`src/rtl/pio_tx_fifo.sv`:
```
// TX FIFO and pull controller for one PIO state machine, feeding the OSR.
// Handles bus pushes, explicit PULL / autopull pops, stall requests and sticky debug flags.
module pio_tx_fifo #(
  parameter int DEPTH = 4,
  parameter int WIDTH = 32
) (
  input  logic                        clk,
  input  logic                        reset,
  input  logic                        penable,
  input  logic                        join_tx,      // TX join mode ("join" is a reserved word)
  input  logic                        push,
  input  logic [WIDTH-1:0]            push_data,
  output logic                        full,
  output logic                        empty,
  output logic [$clog2(2*DEPTH):0]    level,
  input  logic                        pull_req,
  input  logic                        pull_block,
  input  logic                        pull_ifempty,
  input  logic [WIDTH-1:0]            x_val,
  input  logic                        out_active,
  input  logic                        autopull_en,
  input  logic [4:0]                  pull_thresh,
  input  logic [5:0]                  shift_count,
  output logic                        osr_set,
  output logic [WIDTH-1:0]            osr_din,
  output logic                        stall,
  output logic                        txover,
  output logic                        txstall,
  input  logic                        clr_txover,
  input  logic                        clr_txstall
);

  localparam int PTR_W = $clog2(2 * DEPTH);
  localparam int LVL_W = PTR_W + 1;

  logic [WIDTH-1:0] mem [2*DEPTH];
  logic [PTR_W-1:0] wptr, rptr;
  logic             join_q;
  logic [LVL_W-1:0] cap;
  logic             join_change;
  logic             push_ok, push_over;
  logic [5:0]       thr;
  logic             at_thr;
  logic             noop;
  logic             pop;
  logic             use_x;

  // Pointers wrap at the active capacity, not at the physical array size.
  function automatic logic [PTR_W-1:0] ptr_inc(input logic [PTR_W-1:0] p,
                                               input logic [LVL_W-1:0] c);
    return ({1'b0, p} == c - LVL_W'(1)) ? '0 : p + PTR_W'(1);
  endfunction

  assign cap         = join_q ? LVL_W'(2 * DEPTH) : LVL_W'(DEPTH);
  assign full        = (level == cap);
  assign empty       = (level == '0);
  assign join_change = (join_tx != join_q);
  assign push_ok     = push && !full && !join_change;
  assign push_over   = push && full && !join_change;

  assign thr    = (pull_thresh == 5'd0) ? 6'd32 : {1'b0, pull_thresh};
  assign at_thr = autopull_en && (shift_count >= thr);
  assign noop   = pull_req && pull_ifempty && autopull_en && !at_thr;

  // NOTE: every combinational output gets a default first so no path infers a latch.
  always_comb begin
    osr_set = 1'b0;
    stall   = 1'b0;
    pop     = 1'b0;
    use_x   = 1'b0;
    if (penable && !noop) begin
      if (pull_req && !empty) begin
        osr_set = 1'b1;
        pop     = 1'b1;
      end else if (pull_req && pull_block) begin
        stall = 1'b1;
      end else if (pull_req) begin
        osr_set = 1'b1;
        use_x   = 1'b1;
      end else if (at_thr && !empty) begin
        osr_set = 1'b1;
        pop     = 1'b1;
      end else if (at_thr && out_active) begin
        stall = 1'b1;
      end
    end
    osr_din = use_x ? x_val : mem[rptr];
  end

  // NOTE: state registers use non-blocking assignments so every flop samples pre-edge values.
  always_ff @(posedge clk) begin
    if (reset) begin
      join_q  <= 1'b0;
      wptr    <= '0;
      rptr    <= '0;
      level   <= '0;
      txover  <= 1'b0;
      txstall <= 1'b0;
    end else begin
      join_q <= join_tx;
      if (join_change) begin
        wptr  <= '0;
        rptr  <= '0;
        level <= '0;
      end else begin
        if (push_ok) wptr <= ptr_inc(wptr, cap);
        if (pop)     rptr <= ptr_inc(rptr, cap);
        case ({push_ok, pop})
          2'b10:   level <= level + LVL_W'(1);
          2'b01:   level <= level - LVL_W'(1);
          default: level <= level;
        endcase
      end
      // Clear wins over a same-cycle set.
      if (clr_txover)     txover <= 1'b0;
      else if (push_over) txover <= 1'b1;
      if (clr_txstall)    txstall <= 1'b0;
      else if (stall)     txstall <= 1'b1;
    end
  end

  // NOTE: the data array is not reset; the level and pointers define which entries are valid.
  always_ff @(posedge clk) begin
    if (push_ok && !reset) mem[wptr] <= push_data;
  end

endmodule

```
`config.mk`:
```
export PLATFORM = sky130hd
export DESIGN_NAME = pio_tx_fifo
export DESIGN_NICKNAME = d
export VERILOG_FILES = /design/src/rtl/pio_tx_fifo.sv
export SDC_FILE = /design/constraint.sdc
export NUM_CORES = 1
export LEC_CHECK = 0
export ABC_AREA = 0
export CORE_MARGIN = 1.5
export CORE_UTILIZATION = 50
export DETAILED_ROUTE_END_ITERATION = 10
export PLACE_DENSITY = 0.72
export SLEW_MARGIN = 5
export SYNTH_ARGS = -nofsm -noshare
export SYNTH_HDL_FRONTEND = slang
export SYNTH_SLANG_ARGS = --single-unit
```
`constraint.sdc`:
```
create_clock -name clk -period 6.5 [get_ports clk]
set_clock_uncertainty 0.2 [all_clocks]
set_input_delay 1.625 -clock clk [delete_from_list [all_inputs] [get_ports clk]]
set_output_delay 1.625 -clock clk [all_outputs]
set_load 0.05 [all_outputs]
```
==> flow_summary.yaml <==
sta:
  worst_pin_slew_ns: 1.16
  period_share_pct: 94.7
  whs_ns: 0.314
  setup_viol: 0
  fin_tns_setup_ns: 0
  rsz0062_at_grt: "no"
  finalWorstSetupSlack_ns: 0.346
  fmax_mhz: 163
  finalCriticalPeriod_ns: 6.15
  slew_headroom_pct: 22.9
  drv_slew: 0
  hold_viol: 0
synthesis:
  post-synth-top-count-cell: "edfxtp_1"
  ys.flop_type: "edfxtp_1"
  synth_top_area_share_pct: 67.1
  ys_warn_count: 0
  syn_avg_cell_area_um2: 21.2
  synth.net_count: 638
  ys_seq_area_share_pct: 69.9
  synth_enable_flop_cells: 256
  synth.largest_area_cell: "edfxtp_1"
  syn_area_um2: 11500
  synthArstFlopShare_pct: 0
  synth_area_leaders: "edfxtp_1 67%, mux4_1 9.9%, mux4_2 4.1%, mux2_2 3.6%, mux2_4 3.5%"
  synth.distinct_cells: 53
  synth_seq_cells: 272
  syn-instance-count: 540
  synth_common_cells: "256 x edfxtp_1, 43 x mux4_1, 37 x mux2_2"
clock_tree:
  cts_tree: "yes"
  clk_latency_ns: 0.52
  path_clk_slew_ns: 0.06
  post-cts-setup-buffer-count: 0
  root_buffer: "clkbuf_16"
  htreeDepth: 1
  ctsResizeCount: 0
  holdBufCountCts: 0
  clock-sinks: 272
  cts_buffer_depth: 3
  numCtsBuffers: 27
final_layout:
  nets: 783
  final_util_pct: 61.5
  multi_input_area_um2: 3260
  drive_above_1_share_pct: 26.5
  num-fill-cells: 1565
  n_antenna_cell: 0
  seqCellArea_um2: 8010
  syn_to_final_growth_pct: 21.1
pwr:
  p_switching_mw: 0.752
  sequentialPowerShare_pct: 52.5
  combPwrFrac_pct: 6.9
  p_int_mw: 2.93
  power.density_nw_per_um2: 265
  p_clk_share_pct: 40.5
  ir_drop_uv: 228
  p_sw_share_pct: 20.4
  leakagePower_nw: 4.67
global_route:
  grt_start_max_net_pins: 65
  antenna_found_initial: 0
  grt_overflow: 0
  grt_pass1_wl_um: 33700
  grt_pass1_vias: 5946
  track_usage_pct: 18.7
route:
  first_pass_iters: 5
  wl_um: 21800
  postRouteAntennaNets: 0
  vias_per_cell: 5.62
  post_drt_wl_per_cell_um: 22.0
  drtIter0Drc: 352
  drc: 0
  vias: 5565
place:
  dp_hpwl_um: 13000
  port_buffers: 128
  place_congestion: 0.762
  dp_slack_ns: 0.361
worst_setup_path:
  r2r-start: "join_q"
  cp.arrival_ns: 4.33
  reg2reg_to: "mem[5][27]"
  cp-startpoint: "pull_thresh[4]"
  reg2reg_setup_slack_ns: 3.42
  worst-path-max-fanout: 4
  crit_required_ns: 4.68
  cp-endpoint: "osr_set"
  crit_type: "input port to primary output"
  r2r_cells: 5
  end_kind: "primary output"
  critPathLaunchType: "input port"
die:
  num_io_pins: 129
  fp.dieW_um: 154
  die-area_um2: 23800
  fp.dieH_um: 154
  core_um2: 22600
  initial_core_util_pct: 50.8
  core.rowCount: 55
outcome:
  status: "complete, no violations"
min_path:
  hold_path.class: "register to register"
run:
  maxCapViolCount: 0
## critical path, cell delays in order
cell	delay (ns)
clkdlybuf4s50_1	0.43
nor4_1	0.29
nand2_1	0.10
ha_1	0.34
nand4_1	0.16
o21ai_1	0.30
nand3_1	0.12
a21boi_1	0.14
clkdlybuf4s50_1	0.82
## state kept, by name (all words and copies together) (netlist names), named ones only
register,flops
txstall,1
txover,1
join_q,1
rptr,3
mem,256
wptr,3
level,4
## placed cells by master (no fill, tap or decap), types with 2 or more instances in the layout
cell,netlist,layout
clkinv_1,0,5
clkbuf_1,7,6
ha_1,11,11
nor3_1,5,3
a211oi_1,2,2
a31oi_1,2,2
clkbuf_16,0,27
inv_1,6,6
a21oi_1,7,7
buf_4,1,40
mux2_4,27,27
mux4_1,43,43
bufinv_16,0,3
nor3_2,0,2
mux4_2,21,21
xnor2_1,3,3
mux2_2,37,37
nand2b_1,7,7
clkinvlp_4,0,2
a21o_1,2,2
dfxtp_2,0,2
mux2i_1,4,4
nand3_1,2,2
clkdlybuf4s50_1,0,95
nor2_4,0,6
o21ai_0,3,3
nand2_1,15,15
nand4_1,2,2
edfxtp_1,256,256
xor2_1,4,4
nand3b_1,5,5
nor2b_1,2,2
buf_12,1,6
clkinv_2,0,5
nor2_1,13,7
dfxtp_1,16,13
## per-stage QoR
step                      total power [mW]  cell area, µm²  std cells
final                                 3.68           13900        990
after global routing                  3.80           13900        990
after CTS                             3.71           13900        990
after detailed placement              2.23           13000        941
after global placement                2.22           13000        941
after floorplan                       2.11           11500        540
## kinds of logic after synthesis
logic type / Yosys count / share of synthesized area [%]
flops: 272 / 69.9
xor+xnor: 7 / 0.535
simple gates: 62 / 3.24
buf+inv: 31 / 2.19
fa+ha+maj: 11 / 1.20
compound gates: 25 / 1.46
mux: 132 / 21.5
## power groups by stage
stage          sequential [mW]  combinational (mW)  clock [mW]
2_1_floorplan             1.97               0.140           0
3_3_place_gp              1.97               0.251           0
3_5_place_dp              1.97               0.257           0
4_1_cts                   1.93               0.258        1.52
5_1_grt                   1.93               0.273        1.59
6_report                  1.93               0.256        1.49
## cell type report
| cell class | count | share of cell area [%] |
|---|---|---|
| inverters | 6 | 0.162 |
| well taps | 285 | 2.57 |
| multi-input cells | 237 | 23.5 |
| repair buffers | 141 | 9.88 |
| clock inverters | 16 | 1.14 |
| clock buffers | 33 | 5.03 |
| flip-flops and latches | 272 | 57.7 |
## worst min-delay path by stage
stage                     startpoint       end  cells after the start
after CTS                    wptr[0]   wptr[0]                      2
after global placement       rptr[2]  register                      2
after global routing         wptr[0]   wptr[0]                      2
final                        wptr[0]   wptr[0]                      2
after floorplan              wptr[0]   wptr[0]                      2
after detailed placement     wptr[0]   wptr[0]                      2
## routing by layer
layer / GRT usage [%] / routed length [µm]
met1: 24.9 / 9150
met2: 33.0 / 11500
met3: 2.75 / 910
met4: 4.21 / 264
met5: 0 / 0
(Power assumes the default switching activity.)
